File: config.mk
export PLATFORM = sky130hd
export DESIGN_NAME = cell_core_gen
export DESIGN_NICKNAME = d
export VERILOG_FILES = /design/src/rtl/cell_core_gen.sv
export SDC_FILE = /design/constraint.sdc
export NUM_CORES = 1
export LEC_CHECK = 0
export ABC_AREA = 1
export BUFFER_PORTS_ARGS = -buffer_cell sky130_fd_sc_hd__buf_2
export CAP_MARGIN = 20
export CELL_PAD_IN_SITES_DETAIL_PLACEMENT = 1
export CELL_PAD_IN_SITES_GLOBAL_PLACEMENT = 2
export CORE_MARGIN = 3
export CORE_UTILIZATION = 37
export CTS_BUF_LIST = sky130_fd_sc_hd__clkbuf_8 sky130_fd_sc_hd__clkbuf_16
export DETAILED_ROUTE_END_ITERATION = 12
export PLACE_DENSITY_LB_ADDON = 0.1
export SLEW_MARGIN = 10
export SYNTH_ARGS = -nofsm -noshare
export SYNTH_HDL_FRONTEND = slang
export SYNTH_SLANG_ARGS = --single-unit
File: constraint.sdc
create_clock -name clk -period 9.05 [get_ports clk]
set_input_delay 1.3575 -clock clk [delete_from_list [all_inputs] [get_ports clk]]
set_output_delay 1.3575 -clock clk [all_outputs]
set_load 0.1 [all_outputs]
File: src/rtl/cell_core_gen.sv
// Per-cell SIMD execution core: register file, neighbour/coordinate sources,
// multi-cycle multiply and a private predication stack for nested IF/ELSE/ENDIF.
module cell_core_gen #(
   parameter int DATA_W      = 8,
   parameter int NREGS       = 8,
   parameter int MOORE       = 0,
   parameter int STACK_DEPTH = 4,
   parameter int MUL_LAT     = 2,
   parameter int X           = 0,
   parameter int Y           = 0
) (
   input  logic                  clk,
   input  logic                  rst,
   input  logic                  global_enable,
   input  logic                  instr_valid,
   output logic                  instr_ready,
   input  logic [3:0]            opcode,
   input  logic [4:0]            target,
   input  logic [4:0]            src_a,
   input  logic [4:0]            src_b,
   input  logic [DATA_W-1:0]     imm,
   input  logic [DATA_W-1:0]     my_in,
   input  logic [8*DATA_W-1:0]   nbr_in,
   output logic [DATA_W-1:0]     next_state,
   output logic [DATA_W-1:0]     next_video,
   output logic                  diverge,
   output logic                  err
);

   localparam int CW  = $clog2(MUL_LAT + 1);
   localparam int SPW = $clog2(STACK_DEPTH + 1);

   localparam logic [3:0] OP_ADD   = 4'd1;
   localparam logic [3:0] OP_SUB   = 4'd2;
   localparam logic [3:0] OP_AND   = 4'd3;
   localparam logic [3:0] OP_OR    = 4'd4;
   localparam logic [3:0] OP_XOR   = 4'd5;
   localparam logic [3:0] OP_SHL   = 4'd6;
   localparam logic [3:0] OP_SHR   = 4'd7;
   localparam logic [3:0] OP_LI    = 4'd8;
   localparam logic [3:0] OP_MOV   = 4'd9;
   localparam logic [3:0] OP_MUL   = 4'd10;
   localparam logic [3:0] OP_IF    = 4'd11;
   localparam logic [3:0] OP_ELSE  = 4'd12;
   localparam logic [3:0] OP_ENDIF = 4'd13;

   localparam logic [4:0]        NREGS_IDX = 5'(NREGS);
   localparam logic [4:0]        IDX_VIDEO = 5'd19;
   localparam logic [SPW-1:0]    SP_FULL   = SPW'(STACK_DEPTH);
   localparam logic [DATA_W-1:0] DW_VAL    = DATA_W'(DATA_W);

   logic [DATA_W-1:0]      regs [16];
   logic [DATA_W-1:0]      video;
   logic [STACK_DEPTH-1:0] stk;
   logic [SPW-1:0]         sp;
   logic                   active;

   logic [CW-1:0]          mul_cnt;
   logic [DATA_W-1:0]      mul_a, mul_b, mul_res;
   logic [4:0]             mul_tgt;
   logic                   mul_act, mul_done, mul_commit;

   logic [DATA_W-1:0]      a_val, b_val, t_val, alu_res;
   logic                   issue, alu_op, commit;
   logic                   wr_en;
   logic [4:0]             wr_idx;
   logic [DATA_W-1:0]      wr_data;

   function automatic logic [DATA_W-1:0] read_src(input logic [4:0] idx);
      logic [2:0] k;
      k        = 3'(idx - 5'd20);
      read_src = '0;
      if (idx == 5'd0)
         read_src = my_in;
      else if (idx <= 5'd15) begin
         if (idx <= NREGS_IDX) read_src = regs[idx[3:0]];
      end else if (idx == 5'd17)
         read_src = DATA_W'(X);
      else if (idx == 5'd18)
         read_src = DATA_W'(Y);
      else if (idx == IDX_VIDEO)
         read_src = video;
      else if (idx >= 5'd20 && idx <= 5'd27) begin
         if (k < 3'd4 || MOORE != 0) read_src = nbr_in[int'(k)*DATA_W +: DATA_W];
      end
   endfunction

   always_comb begin
      a_val = read_src(src_a);
      b_val = read_src(src_b);
      t_val = read_src(target);
   end

   // Handshake: an instruction is taken on any cycle where instr_valid and
   // instr_ready are both high; instr_ready drops while a MUL is in flight or
   // the array is globally disabled, and the broadcaster must hold the fields.
   assign instr_ready = global_enable && (mul_cnt == '0);
   assign issue       = instr_valid && instr_ready;
   assign alu_op      = (opcode >= OP_ADD) && (opcode <= OP_MOV);
   assign commit      = issue && alu_op && active;

   always_comb begin
      active = 1'b1;
      for (int i = 0; i < STACK_DEPTH; i++)
         if (SPW'(i) < sp && !stk[i]) active = 1'b0;
   end

   always_comb begin
      alu_res = '0;
      case (opcode)
         OP_ADD: alu_res = a_val + b_val;
         OP_SUB: alu_res = a_val - b_val;
         OP_AND: alu_res = a_val & b_val;
         OP_OR:  alu_res = a_val | b_val;
         OP_XOR: alu_res = a_val ^ b_val;
         OP_SHL: alu_res = (b_val >= DW_VAL) ? '0 : (a_val << b_val);
         OP_SHR: alu_res = (b_val >= DW_VAL) ? '0 : (a_val >> b_val);
         OP_LI:  alu_res = imm;
         OP_MOV: alu_res = a_val;
         default: alu_res = '0;
      endcase
   end

   // The countdown only advances with global_enable, so a frozen MUL
   // completes on the first enabled cycle that sees a count of one.
   assign mul_res    = mul_a * mul_b;
   assign mul_done   = (mul_cnt == CW'(1)) && global_enable;
   assign mul_commit = mul_done && mul_act;

   always_comb begin
      wr_en   = 1'b0;
      wr_idx  = '0;
      wr_data = '0;
      if (commit) begin
         wr_en   = 1'b1;
         wr_idx  = target;
         wr_data = alu_res;
      end else if (mul_commit) begin
         wr_en   = 1'b1;
         wr_idx  = mul_tgt;
         wr_data = mul_res;
      end
   end

   always_comb begin
      next_state = my_in;
      if (wr_en && wr_idx == 5'd0) next_state = wr_data;
   end

   assign next_video = video;
   assign diverge    = (sp != '0) && !active;

   always_ff @(posedge clk) begin
      if (rst) begin
         for (int i = 0; i < 16; i++) regs[i] <= '0;
         video   <= '0;
         stk     <= '0;
         sp      <= '0;
         err     <= 1'b0;
         mul_cnt <= '0;
         mul_a   <= '0;
         mul_b   <= '0;
         mul_tgt <= '0;
         mul_act <= 1'b0;
      end else begin
         if (wr_en) begin
            if (wr_idx != 5'd0 && wr_idx <= NREGS_IDX) regs[wr_idx[3:0]] <= wr_data;
            if (wr_idx == IDX_VIDEO) video <= wr_data;
         end

         if (issue && opcode == OP_MUL) begin
            mul_cnt <= CW'(MUL_LAT);
            mul_a   <= a_val;
            mul_b   <= b_val;
            mul_tgt <= target;
            mul_act <= active;
         end else if (mul_cnt != '0 && global_enable) begin
            mul_cnt <= mul_cnt - CW'(1);
         end

         if (issue) begin
            case (opcode)
               OP_IF: begin
                  if (sp == SP_FULL) err <= 1'b1;
                  else begin
                     for (int i = 0; i < STACK_DEPTH; i++)
                        if (SPW'(i) == sp) stk[i] <= (t_val != '0);
                     sp <= sp + SPW'(1);
                  end
               end
               OP_ELSE: begin
                  if (sp == '0) err <= 1'b1;
                  else
                     for (int i = 0; i < STACK_DEPTH; i++)
                        if (SPW'(i) == sp - SPW'(1)) stk[i] <= ~stk[i];
               end
               OP_ENDIF: begin
                  if (sp == '0) err <= 1'b1;
                  else sp <= sp - SPW'(1);
               end
               default: ;
            endcase
         end
      end
   end

endmodule
== Word-level counts from Yosys, hierarchy flattened ==
Memory sizes are Yosys's and may differ from the RTL's.
Cells that the tools add are included.
Word-level totals
  memories kept: 1
  bits in writable memories: 128
  output and inout bits: 19
  input bits: 103
  logic and storage cells: 217
  bits in registers: 40
Memories
  regs: words 16, width 8, read ports 3, clocked after Yosys merged registers in 0, wr ports 16, line 52  | logic [DATA_W-1:0] regs [16];
Operators by class
  bitwise gates (word level): 7
  mux-type cells: 66
  eq/ne operators: 44
  multiply operators: 1
  magnitude comparators: 23
  shift-type cells: 5
  reduce and logical (&&, ||, !) cells: 49
  $add $sub $neg: 8
Operators by type and width (count)
  $mux W8: 30
  $shiftx A64 B7 Y8: 3
  $pmux W8 S9: 1
  $eq A5 B5 Y1 const B: 10
  $le A5 B4 Y1 const B: 7
  $eq A4 B4 Y1 const B: 6
  $ne A2 B2 Y1 const B: 12
  $reduce_and A6 Y1: 4
  $mux W1: 23
  $logic_not A5 Y1: 4
  $logic_and A1 B1 Y1: 19
  $eq A4 B3 Y1 const B: 4
  $ge A5 B5 Y1 const B: 3
  $le A5 B5 Y1 const B: 3
  $eq A2 B3 Y1 const A: 4
  $mux W4: 3
  $mux W5: 2
  $reduce_bool A2 Y1: 5
  $lt A3 B3 Y1 const B: 3
  $sub A3 B3 Y3 const B: 3
  $add A8 B8 Y8: 1
  $and A8 B8 Y8: 1
  $eq A4 B2 Y1 const B: 2
  $ge A8 B4 Y1 const B: 1
  34 further kinds: 49

== Longest topological paths before layout ==
  depth in word-level cells: 16
  mapped depth: 34
  gate-level depth less buffers: 32

== Worst setup path before layout ==
No wires, ideal clock.
  kind: input port to output port
  from: in src_b[0]
  to: out next_state[6]
  arrival time: 5181 ps
  required time: 7693 ps
  buffers on the path: 4
  path slack: 2511 ps
  stages: 30
  cells stage by stage: buf_6 -> nor2_2 -> buf_4 -> buf_2 -> nand2_1 -> nand4_1 -> nand2_1 -> nand4_1 -> nand2_1 -> nand2_1 -> o21ai_2 -> buf_4 -> ha_1 -> o21ai_0 -> fa_1 -> nand2_1 -> nand2_1 -> a21oi_1 -> nor2_1 -> nor2_1 -> o21bai_1 -> or2_2 -> nand3_1 -> nand4_1 -> a21oi_1 -> nand2_1 -> nand2_1 -> nand2_1 -> nand2_1 -> nand2_1
On the way
  word-level cells in the longest chain between the ends: 14
  elaborated cells on any way between the ends: 34
  those cells by class: add/sub (3); order compare (6); eq/ne (3); shift (3); mux (13); bitwise (3); reduce/logical (2); memory (1)
RTL lines
  from (decl): line 20  | input logic [4:0] src_b,
  $sub A3 B3 Y3: line 71  | k = 3'(idx - 5'd20);
  $shiftx A64 B7 Y8 / $lt A3 B3 Y1 (equally long branches): line 84  | if (k < 3'd4 || MOORE != 0) read_src = nbr_in[int'(k)*DATA_W +: DATA_W];
  $mux W8: line 84
  $mux W8: line 83  | else if (idx >= 5'd20 && idx <= 5'd27) begin
  $mux W8: line 81  | else if (idx == IDX_VIDEO)
  $mux W8: line 79  | else if (idx == 5'd18)
  $mux W8: line 77  | end else if (idx == 5'd17)
  $mux W8: line 75  | else if (idx <= 5'd15) begin
  $mux W8 (*): line 73  | if (idx == 5'd0)
  $ge A8 B4 Y1 (tied with other cells): line 116, 117
  $mux W8 (on tied branches): line 117, 116
  $pmux W8 S9 (*): line 110  | case (opcode)
  $mux W8 (*): line 134  | if (commit) begin
  $mux W8 (*): line 147  | if (wr_en && wr_idx == 5'd0) next_state = wr_data;
  to (decl): line 24  | output logic [DATA_W-1:0] next_state,
Mark *: on every way between the ends. The rest lies on a longest branch, timed or not.

== Worst setup path in the final report ==
  from: in src_b[1]
  to: out next_state[7]
Same word-level chain as after synthesis.

==> implementation parameters <==
Parameter                              Value

Floorplan
  Number of core rows ... 68
  Die span in y ... a little under 200 um
  Area of the core region ... about 35000 um^2
  Area of the die ... 37980 um^2
  Effective utilization at floorplan ... between 30% and 40%
  I/O pin cnt ... about 120
  Die X-Extent ... 194.9 um

Critical path
  Worst Path Arrival ... between 6 and 7 ns
  Slowest cell delay on critical path ... approximately 0.54 ns
  Worst reg2reg path endpoint ... regs[8][6]$_SDFFCE_PN0P_
  Crit Path Max Fanout ... 22
  Startpoint-to-endpoint class of the critical path ... input pin to output pin
  Worst R2R Start ... regs[11][2]$_SDFFCE_PN0P_
  Critical path capture point ... next_state[7]
  Slack of the worst reg-to-reg path ... 4.45 ns
  Worst r2r path cells ... 26
  Critical path origin ... src_b[1]
  Crit start category ... input pin
  WP data required ... roughly 7.7 ns
  Critical path capture point type ... output pin
  Most used cell along the critical path ... nand2_1
  Cell at the slowest stage of the critical path ... buf_2

Run
  Number of max-capacitance violations reported ... 0

Clock tree
  Number of H-tree levels ... 4
  Total of hold buffers inserted after clock tree synthesis ... 0
  Clock input transition at the sequential cells of the worst setup and hold paths ... 0.07 ns
  Maximum buffer depth of the clock tree ... 2
  CTS Sinks ... 168
  Post-CTS Setup Inserts ... 0
  CTS-repair resized insts ... 0
  CTS Root Buffer Type ... clkbuf_16
  Clock latency of the later-clocked register in the worst-skew pair ... 0.45 ns
  CTS tree ... built
  Number of buffers inserted during clock tree synthesis ... 17

Power and ir drop
  Cell leakage power ... 7.015 nW
  Worst VDD drop ... 0.1388 mV
  Power density cells ... between 100 and 150 nW/um^2
  Sum of internal, switching and leakage power ... roughly 2.2 mW

Detailed routing
  Remaining antenna violation count ... 0
  First drt pass iteration count ... 5
  Average wire per cell in the routed design ... 21.73 um
  Routed via count divided by cell count ... 5.500
  Detailed Route Iter0 Violations ... 1035
  Total via count after detailed routing ... about 14000
  Top layer in use ... met4
  Residual DRC count ... 0
  Routed length on met3 ... ~3.8 mm
  Met1 WL ... 24.85 mm
  Routed WL ... 54.29 mm
  DR WL met2 ... 24.52 mm

Placement
  Final estimated routing congestion in global placement ... 0.9234
  Number of port buffers ... 89
  Cell total after placement ... between 2000 and 2500
  Worst setup slack after placement ... 1.113 ns
  Post-DP HPWL ... 40.88 mm

Synth
  Top area cells in the synthesized netlist ... edfxtp_1 29%, nand2_1 20%, dfxtp_1 6.1%
  Post-synthesis area per instance ... 6.937 um^2
  Seq cells post-synth ... 168
  Commonest cells in the netlist ... 706 x nand2_1, 185 x inv_1, 156 x o21ai_0, 128 x edfxtp_1, 119 x nor2_1
  Most used flip-flop cell after synthesis ... edfxtp_1
  Total of warnings raised by yosys ... 0
  Count of mapped cells out of synthesis ... approximately 1900
  Largest area contributor in the synthesized netlist ... edfxtp_1
  Post-Synthesis Cell Area ... about 13000 um^2
  EDFF count, synth ... 128
  Post-synthesis async set-or-reset flop share ... 0%
  Most numerous cell in the Yosys netlist ... nand2_1
  Part of the Yosys area used for sequential elements ... about a third
  Netlist cell types ... 52
  Fraction of synthesized cell area taken by the top area cell type ... 29.12%

STA
  Worst clock skew ... 0.01557 ns
  Max frequency ... 0.1259 GHz
  Share of the clock period used by the worst path ... 87.76%
  Setup violation total in the final timing report ... 0
  Count of final hold-check violations ... 0
  Setup WS post-layout ... ~1.1 ns
  Post-route worst hold slack ... between 0.5 and 0.6 ns
  Pins over their slew limit ... 0
  Worst slew margin relative to its limit ... between 20% and 30%
  RSZ-0062 raised after global routing ... false
  Worst-Margin Slew ... 1.088 ns
  Setup Total Neg Slack ... 0 ns
  Period minus WS final ... between 7 and 8 ns

GRT
  Vias in the first global route ... 13877
  Wire length of the first global-routing pass ... 82.54 mm
  All-layer global routing usage ... 28.27%
  Congestion Overflow GR ... 0
  Largest net degree at the start of global routing ... between 60 and 70
  Number of antenna violations at the first check in global routing ... 0

Status
  Run status ... finished, final reports clean

Layout
  Share of cells above drive strength 1 ... 10.82%
  Area added between synthesis and finish ... 12.99%
  Layout net count ... ~2200
  Count of inserted antenna diode cells ... 0
  Filler-free cell count of the finished design ... 2498

Hold path
  Type of the worst min-delay path ... register to register
-- critical path, delay by kind of cell --
kind | cells | cell delay, ns
xor gates and xnor gates | 1 | 0.25
adders and majority gates | 2 | 0.61
and+or+nand+nor | 18 | 1.79
buffers and inverters | 4 | 1.31
AOI/OAI and AO/OA | 6 | 1.21
-- cell type report --
| cell class | count | area [um^2] |
|---|---|---|
| inverters | 213 | 802.0 |
| flip-flops and latches | 168 | 4644 |
| well taps | 455 | 569.3 |
| multi-input cells | 1515 | 7610 |
| clock buffers | 17 | 425.4 |
| fillers | 4617 | 19970 |
| clock inverters | 15 | 175.2 |
| repair buffers | 115 | 688.2 |
-- flip-flops by register name, indices dropped and copies added, names as in the netlist --
register    flops
mul_a           8
mul_cnt         2
mul_b           8
sp              3
mul_tgt         5
stk             4
next_video      8
err             1
mul_act         1
regs          128
-- worst min-delay path by stage --
stage,startpoint,endpoint,cells past startpoint
6_report,mul_cnt[0]$_SDFFE_PP0P_,mul_cnt[0]$_SDFFE_PP0P_,1
5_1_grt,mul_cnt[0]$_SDFFE_PP0P_,mul_cnt[0]$_SDFFE_PP0P_,1
4_1_cts,err$_SDFFE_PP0P_,err$_SDFFE_PP0P_,2
3_5_place_dp,err$_SDFFE_PP0P_,err$_SDFFE_PP0P_,2
3_3_place_gp,err$_SDFFE_PP0P_,err$_SDFFE_PP0P_,2
2_1_floorplan,mul_cnt[0]$_SDFFE_PP0P_,mul_cnt[0]$_SDFFE_PP0P_,1
-- stage by stage --
| step | util [%] | instance area, um^2 |
|---|---|---|
| after floorplan | - | 13440 |
| after global placement | 40.95 | 14290 |
| after detailed placement | 41.03 | 14310 |
| after CTS | 42.75 | 14910 |
| after global routing | 42.75 | 14910 |
| final | 42.75 | 14910 |
-- placed cells by master, fill, tap and decap left out, types with 3 or more instances in the layout --
| cell | n |
|---|---|
| a21oi_1 | 118 |
| a21oi_2 | 8 |
| a221oi_1 | 7 |
| a22oi_1 | 51 |
| a41oi_1 | 9 |
| buf_2 | 88 |
| buf_4 | 24 |
| bufinv_16 | 3 |
| clkbuf_16 | 17 |
| clkinv_1 | 9 |
| conb_1 | 64 |
| dfxtp_1 | 40 |
| edfxtp_1 | 128 |
| fa_1 | 13 |
| ha_1 | 48 |
| inv_1 | 187 |
| inv_2 | 20 |
| inv_6 | 3 |
| nand2_1 | 706 |
| nand2_2 | 19 |
| nand3_1 | 64 |
| nand4_1 | 39 |
| nor2_1 | 118 |
| nor2_2 | 15 |
| nor2_4 | 4 |
| nor3_1 | 4 |
| nor3_2 | 3 |
| o211ai_1 | 3 |
| o21ai_0 | 156 |
| o21ai_1 | 10 |
| o22ai_1 | 4 |
| o31ai_1 | 5 |
| xnor2_1 | 11 |
| xor2_1 | 11 |
-- report_power, final --
| part | leakage [nW] | internal, mW | switching, mW | total (mW) |
|---|---|---|---|---|
| sequential | 1.61 | 0.868 | 0.0305 | 0.899 |
| clock | 0.294 | 0.436 | 0.339 | 0.775 |
| combinational | 5.11 | 0.142 | 0.376 | 0.518 |
| total | 7.01 | 1.45 | 0.746 | 2.19 |
-- cells by family (layout without fill, tap and decap cells) --
family | count (synthesis) | after routing | synth area share [%]
AO/OA/AOI/OAI | 386 | 386 | 16.88
AND/OR/NAND/NOR | 982 | 982 | 30.91
XOR/XNOR | 22 | 22 | 1.460
flip-flops | 168 | 168 | 35.18
adder cells (fa/ha/maj) | 61 | 61 | 6.521
other | 1 | 64 | 0.02841
buffers and inverters | 283 | 360 | 9.014
-- routing by layer --
metal	vias up	global-route usage (%)
li1	6483	-
met1	6721	40.19
met2	470	44.82
met3	66	4.594
met4	0	7.447
met5	-	0
(Power assumes the default switching activity.)
